$ cat src/rtl/exec_unit.sv
// exec_unit: three-phase (IDLE -> READ -> EXEC) register-file sequencer.
// It fetches two operands from a 4 x 8-bit register file, presents them to
// an external combinational ALU, and writes the ALU result back into the
// first source register. Divide-by-zero results are replaced by a
// parameterised constant.
module exec_unit #(
    parameter logic [7:0] DIV_ZERO_RESULT = 8'hFF
) (
    input  logic       CLK,
    input  logic       RST_N,
    input  logic       INSTR_VALID,
    input  logic [5:0] INSTR,
    output logic       INSTR_READY,
    output logic [1:0] ALU_OPCODE,
    output logic [7:0] ALU_A,
    output logic [7:0] ALU_B,
    input  logic [7:0] ALU_RESULT,
    input  logic       LOAD_EN,
    input  logic [1:0] LOAD_ADDR,
    input  logic [7:0] LOAD_DATA,
    input  logic [1:0] RD_ADDR,
    output logic [7:0] RD_DATA,
    output logic       DONE,
    output logic       DIV_ZERO
);

    typedef enum logic [1:0] {
        ST_IDLE = 2'd0,
        ST_READ = 2'd1,
        ST_EXEC = 2'd2
    } state_t;

    state_t      state_r;
    state_t      state_s;
    logic [5:0]  instr_r;
    logic [7:0]  regs_r [4];
    logic [1:0]  alu_opcode_r;
    logic [7:0]  alu_a_r;
    logic [7:0]  alu_b_r;
    logic        done_r;
    logic        div_zero_r;
    logic        accept_s;
    logic        div_zero_s;
    logic [7:0]  wb_data_s;

    // Ready only in IDLE and never while reset is asserted.
    assign INSTR_READY = (state_r == ST_IDLE) && RST_N;
    assign accept_s    = INSTR_VALID && INSTR_READY;

    // A divide whose registered divisor is zero writes back the fixed constant.
    assign div_zero_s  = (alu_opcode_r == 2'b11) && (alu_b_r == 8'h00);
    assign wb_data_s   = div_zero_s ? DIV_ZERO_RESULT : ALU_RESULT;

    assign ALU_OPCODE  = alu_opcode_r;
    assign ALU_A       = alu_a_r;
    assign ALU_B       = alu_b_r;
    assign DONE        = done_r;
    assign DIV_ZERO    = div_zero_r;
    assign RD_DATA     = regs_r[RD_ADDR];

    // State register with synchronous active-low reset.
    always_ff @(posedge CLK) begin
        if (!RST_N) begin
            state_r <= ST_IDLE;
        end else begin
            state_r <= state_s;
        end
    end

    // Next-state logic: one accept starts a fixed READ/EXEC sequence.
    always_comb begin
        state_s = state_r;
        case (state_r)
            ST_IDLE: begin
                if (accept_s) begin
                    state_s = ST_READ;
                end else begin
                    state_s = ST_IDLE;
                end
            end
            ST_READ: state_s = ST_EXEC;
            ST_EXEC: state_s = ST_IDLE;
            default: state_s = ST_IDLE;
        endcase
    end

    // Datapath: instruction latch, direct loads, operand fetch, write-back, status pulses.
    always_ff @(posedge CLK) begin
        if (!RST_N) begin
            for (int i = 0; i < 4; i++) begin
                regs_r[i] <= 8'h00;
            end
            instr_r      <= 6'h00;
            alu_opcode_r <= 2'b00;
            alu_a_r      <= 8'h00;
            alu_b_r      <= 8'h00;
            done_r       <= 1'b0;
            div_zero_r   <= 1'b0;
        end else begin
            done_r     <= 1'b0;
            div_zero_r <= 1'b0;
            case (state_r)
                ST_IDLE: begin
                    // Load and accept may coincide; READ then sees the loaded value.
                    if (LOAD_EN) begin
                        regs_r[LOAD_ADDR] <= LOAD_DATA;
                    end
                    if (accept_s) begin
                        instr_r <= INSTR;
                    end
                end
                ST_READ: begin
                    alu_opcode_r <= instr_r[5:4];
                    alu_a_r      <= regs_r[instr_r[3:2]];
                    alu_b_r      <= regs_r[instr_r[1:0]];
                end
                ST_EXEC: begin
                    regs_r[instr_r[3:2]] <= wb_data_s;
                    done_r               <= 1'b1;
                    div_zero_r           <= div_zero_s;
                end
                default: begin
                    done_r <= 1'b0;
                end
            endcase
        end
    end

endmodule

$ cat config.mk
export PLATFORM = sky130hd
export DESIGN_NAME = exec_unit
export DESIGN_NICKNAME = d
export VERILOG_FILES = /design/src/rtl/exec_unit.sv
export SDC_FILE = /design/constraint.sdc
export NUM_CORES = 1
export LEC_CHECK = 0
export CAP_MARGIN = 20
export CORE_ASPECT_RATIO = 0.8
export CORE_MARGIN = 3
export CORE_UTILIZATION = 52
export CTS_CLUSTER_DIAMETER = 120
export CTS_CLUSTER_SIZE = 20
export DETAILED_ROUTE_END_ITERATION = 10
export HOLD_SLACK_MARGIN = 0.05
export PLACE_DENSITY = 0.77
export SYNTH_ARGS = -nofsm -noshare
export SYNTH_HDL_FRONTEND = slang
export SYNTH_SLANG_ARGS = --single-unit
$ cat constraint.sdc
create_clock -name CLK -period 2.1 [get_ports CLK]
set_input_delay 0.315 -clock CLK [delete_from_list [all_inputs] [get_ports CLK]]
set_output_delay 0.315 -clock CLK [all_outputs]
set_load 0.02 [all_outputs]
Word level (Yosys, flattened, before mapping)
Memories as Yosys holds them, arrays and structs flattened. A register that Yosys moved wholly into a read port is not among the register bits.
Cells that the tools add are included.
- register bits: 12
- bits in writable memories: 32
- output and inout port bits: 29
- word-level logic and storage cells: 37
- memories kept: 1
- equality and inequality tests: 3
- multiplexer cells: 17
- reductions and logical operators: 11
- memories (memory ; words ; bits a word ; rd ports ; clocked after Yosys merged registers in ; wr ports ; RTL line ; text):
    regs_r ; 4 ; 8 ; 3 ; 2 ; 4 ; 36 ; logic [7:0] regs_r [4];
- operator list (operator ; count):
    $mux W8 ; 3
    $reduce_or A8 Y1 ; 2
    $mux W1 ; 11
    $logic_not A8 Y1 ; 1
    $eq A2 B2 Y1 const B ; 2
    $mux W2 ; 2
    $pmux W2 S2 ; 1
    $reduce_and A2 Y1 ; 2
    $logic_and A1 B1 Y1 ; 3
    $eq A2 B1 Y1 const B ; 1
    $logic_not A1 Y1 ; 2
    $logic_not A2 Y1 ; 1

Depth between registers and ports, before layout
- depth in word-level cells: 7
- gate-level depth with buffers: 5

Worst setup path before layout
OpenSTA, ideal clock, no wires.
- path kind: flip-flop to flip-flop
- from: register state_r[1]
- to: memory regs_r[3][0], enable pin
- setup time: 0.387 ns
- arrival: 1.542 ns
- data required time: 1.713 ns
- path slack: 0.172 ns
- stages on the path, launching flop included: 5
- path buffers: 1
- period minus slack after synthesis: 1.928 ns
- cells stage by stage: dfxtp_1 -> buf_6 -> and2_1 -> o21bai_1 -> o31ai_1
- RTL lines (element ; RTL line ; text):
    from (decl) ; 33 ; state_t state_r;
    from (signal assigned) ; 66 ; state_r <= state_s;
    to (decl) ; 36 ;

Worst setup path in the final report
- from: input port RD_ADDR[0]
- to: output port RD_DATA[6]
- longest elaborated chain between the ends: 1
- ends and longest elaborated chain (element ; RTL line ; text):
    from (decl) ; 21 ; input logic [1:0] RD_ADDR,
    $mem_v2 Z4 W8 ; -- ;
    to (decl) ; 22 ; output logic [7:0] RD_DATA,
No other way between the ends.

==> results.cfg <==
[detailed_routing]
wirelength_um = 6790
drt_drc_violations_left = 0
dr.pass1.iters = 4
drt_iter0_markers = 140
vias_per_cell = 5.76
wl_per_cell_um = 18.1
ant_nets = 0
vias = 2161

[worst_setup_path]
crit_required_ns = 1.78
cp_data_arrival_time_ns = 1.75
cp-start-kind = primary input
endpoint_kind = output port
critPathMaxFanout = 8
worstSetupPathType = in -> out

[cells_and_area]
multi_input_area_um2 = 1480
syn2layout_area_growth_pct = 28.5
fillers = 419
fin_area_um2 = 4040
final_layout_size_suffix_gt1_frac = 0.313
nets = 322
finalNonFillerCells = 375
seq_area_um2 = 1520
antennaDiodeCount = 0

[timing]
drv_slew = 0
finalHoldViolCount = 0
setup_violations = 0
relSlewSlack = 0.610
clock_skew_ns = 0.00658
worstMarginPinSlew_ns = 0.585
finalCritPeriodShare = 0.981
fin_setup_tns_ns = 0
fmax_mhz = 485
rsz0062_at_grt = false
finalCriticalPeriod_ns = 2.06

[place]
placed_area_um2 = 3920
dp_cells = 359
port_buffers = 58
dp_hpwl_um = 5240
place_congestion = 0.755

[power_and_ir_drop]
p_per_area_nw_per_um2 = 643
leakage_nw = 1.44
ir_worst_vdd_mv = 0.281

[logic_synthesis]
synth_nets = 251
yosys.area.top_type = edfxtp_1
synth_edf_count = 32
syn_area_um2 = 3150
netlist.area_leader.share = 0.305
synth_commonest_cells = edfxtp_1 (32), dfxtp_1 (28), mux4_2 (24)
synth.most_common_cell = edfxtp_1
synthTopCellsByArea = edfxtp_1 (31%), dfxtp_1 (18%), mux4_2 (17%), a211oi_2 (5.2%), a22o_1 (4.5%)
yosys_warnings = 0
synth.avg_cell_area_um2 = 14.2
async_reset_ff_frac = 0
synth-seq-cells = 60
syn_inst = 221
synth_flop_cell = edfxtp_1
ys_seq_area_frac = 0.483
ys_types = 37

[floorplanning]
die_x_um = 93.0
io_pins = 59
core_um2 = 5650
initial_core_util = 0.557
design.die.area_um2 = 7030
fp.dieH_um = 75.6
row_count = 24

[global_route]
grt_pass1_wl_um = 10900
overflow = 0
grt_pass1_vias = 2061
grt_usage = 0.211
grt_max_degree = 20
antenna_found_initial = 0

[cts]
clock_path_buffers = 2
cts_buffers = 9
cts.sinks = 60
clockRootBuffer = clkbuf_8
cts.clk_slew.worst_paths_ns = 0.06
htreeDepth = 3
cts-hold-fix-buffers = 0
insertion_delay_ns = 0.34
cts_tree = done

[run]
drv_cap = 0

[outcome]
status = complete, no violations

[worst_hold_path]
hold_class = reg -> reg
[logic make-up (layout without fill, tap and decap cells)]
logic type | Yosys count | after routing | synth area share
simple gates | 51 | 51 | 0.112
compound gates | 56 | 56 | 0.162
flops | 60 | 60 | 0.483
mux | 32 | 32 | 0.197
buf+inv | 22 | 98 | 0.0453
[critical path, stage by stage]
cell,delay (ns)
clkdlybuf4s50_1,0.50
buf_12,0.15
mux4_2,0.50
clkdlybuf4s15_2,0.27
[state kept, by name (all words and copies together), names as in the netlist]
name / count
DONE: 1
state_r: 2
DIV_ZERO: 1
regs_r: 32
ALU_B: 8
ALU_A: 8
instr_r: 6
ALU_OPCODE: 2
[cells in the final DEF (no fill, tap or decap), types with 2 or more instances in the layout]
cell | synthesis | layout
a211oi_1 | 3 | 3
a211oi_2 | 13 | 13
a21o_1 | 8 | 8
a21oi_1 | 8 | 8
a22o_1 | 16 | 16
and2_1 | 2 | 2
buf_12 | 0 | 5
buf_4 | 3 | 18
clkbuf_1 | 2 | 4
clkbuf_2 | 0 | 6
clkbuf_8 | 0 | 9
clkdlybuf4s50_1 | 0 | 49
clkinv_2 | 0 | 2
dfxtp_1 | 28 | 27
edfxtp_1 | 32 | 32
mux2i_1 | 8 | 8
mux4_2 | 24 | 24
nand2_1 | 17 | 17
nand3b_1 | 8 | 8
nor2_1 | 2 | 2
nor2b_1 | 10 | 10
nor2b_2 | 2 | 2
nor4b_2 | 2 | 2
o21ai_1 | 2 | 2
[routing by layer]
metal | vias up | global-route usage | routed length, um
met4 | 0 | 0.0797 | 40
met2 | 107 | 0.329 | 3080
met1 | 1034 | 0.291 | 3000
met3 | 4 | 0.0523 | 666
met5 | - | 0 | 0
li1 | 1016 | - | -
[final timing paths]
path	start	end	slack, ns	cells past startpoint
worst max-delay path	RD_ADDR[0]	RD_DATA[6]	0.04	4
worst min register to register	ALU_A[5]	ALU_A[5]	0.48	1
worst min-delay path	ALU_A[5]	ALU_A[5]	0.48	1
worst max register to register	ALU_B[7]	regs_r[1][2]	0.52	4
[final cells by class]
| type | count | area share |
|---|---|---|
| Clock buffer | 13 | 0.0343 |
| Timing Repair Buffer | 81 | 0.194 |
| Clock inverter | 3 | 0.00340 |
| Multi-Input combinational cell | 139 | 0.367 |
| Inverter | 1 | 0.000928 |
| Tap cell | 78 | 0.0241 |
| Sequential cell | 60 | 0.377 |
[power breakdown]
group	switching (mW)	internal [mW]	leakage, nW
Clock	0.418	0.421	0.0788
Sequential	0.0477	1.29	0.562
Combinational	0.193	0.225	0.803
[per-stage QoR]
step                hold WS, ns  power (mW)  utilization  worst slack [ns]
floorplan                 0.443        1.60            -             0.172
global placement          0.465        1.79        0.695            -0.248
detailed placement        0.466        1.80        0.695            -0.268
CTS                       0.481        2.62        0.722           0.00268
global route              0.496        2.72        0.716           0.00874
finish                    0.478        2.60        0.716            0.0390
[repair_timing]
item,CTS,global route
setup endpoints to repair,9,8
gates resized for setup,19,8
buffers inserted,0,0
pin swaps,0,0
hold endpoints to repair,0,0
Note: power is estimated with default switching activity, not from simulation.
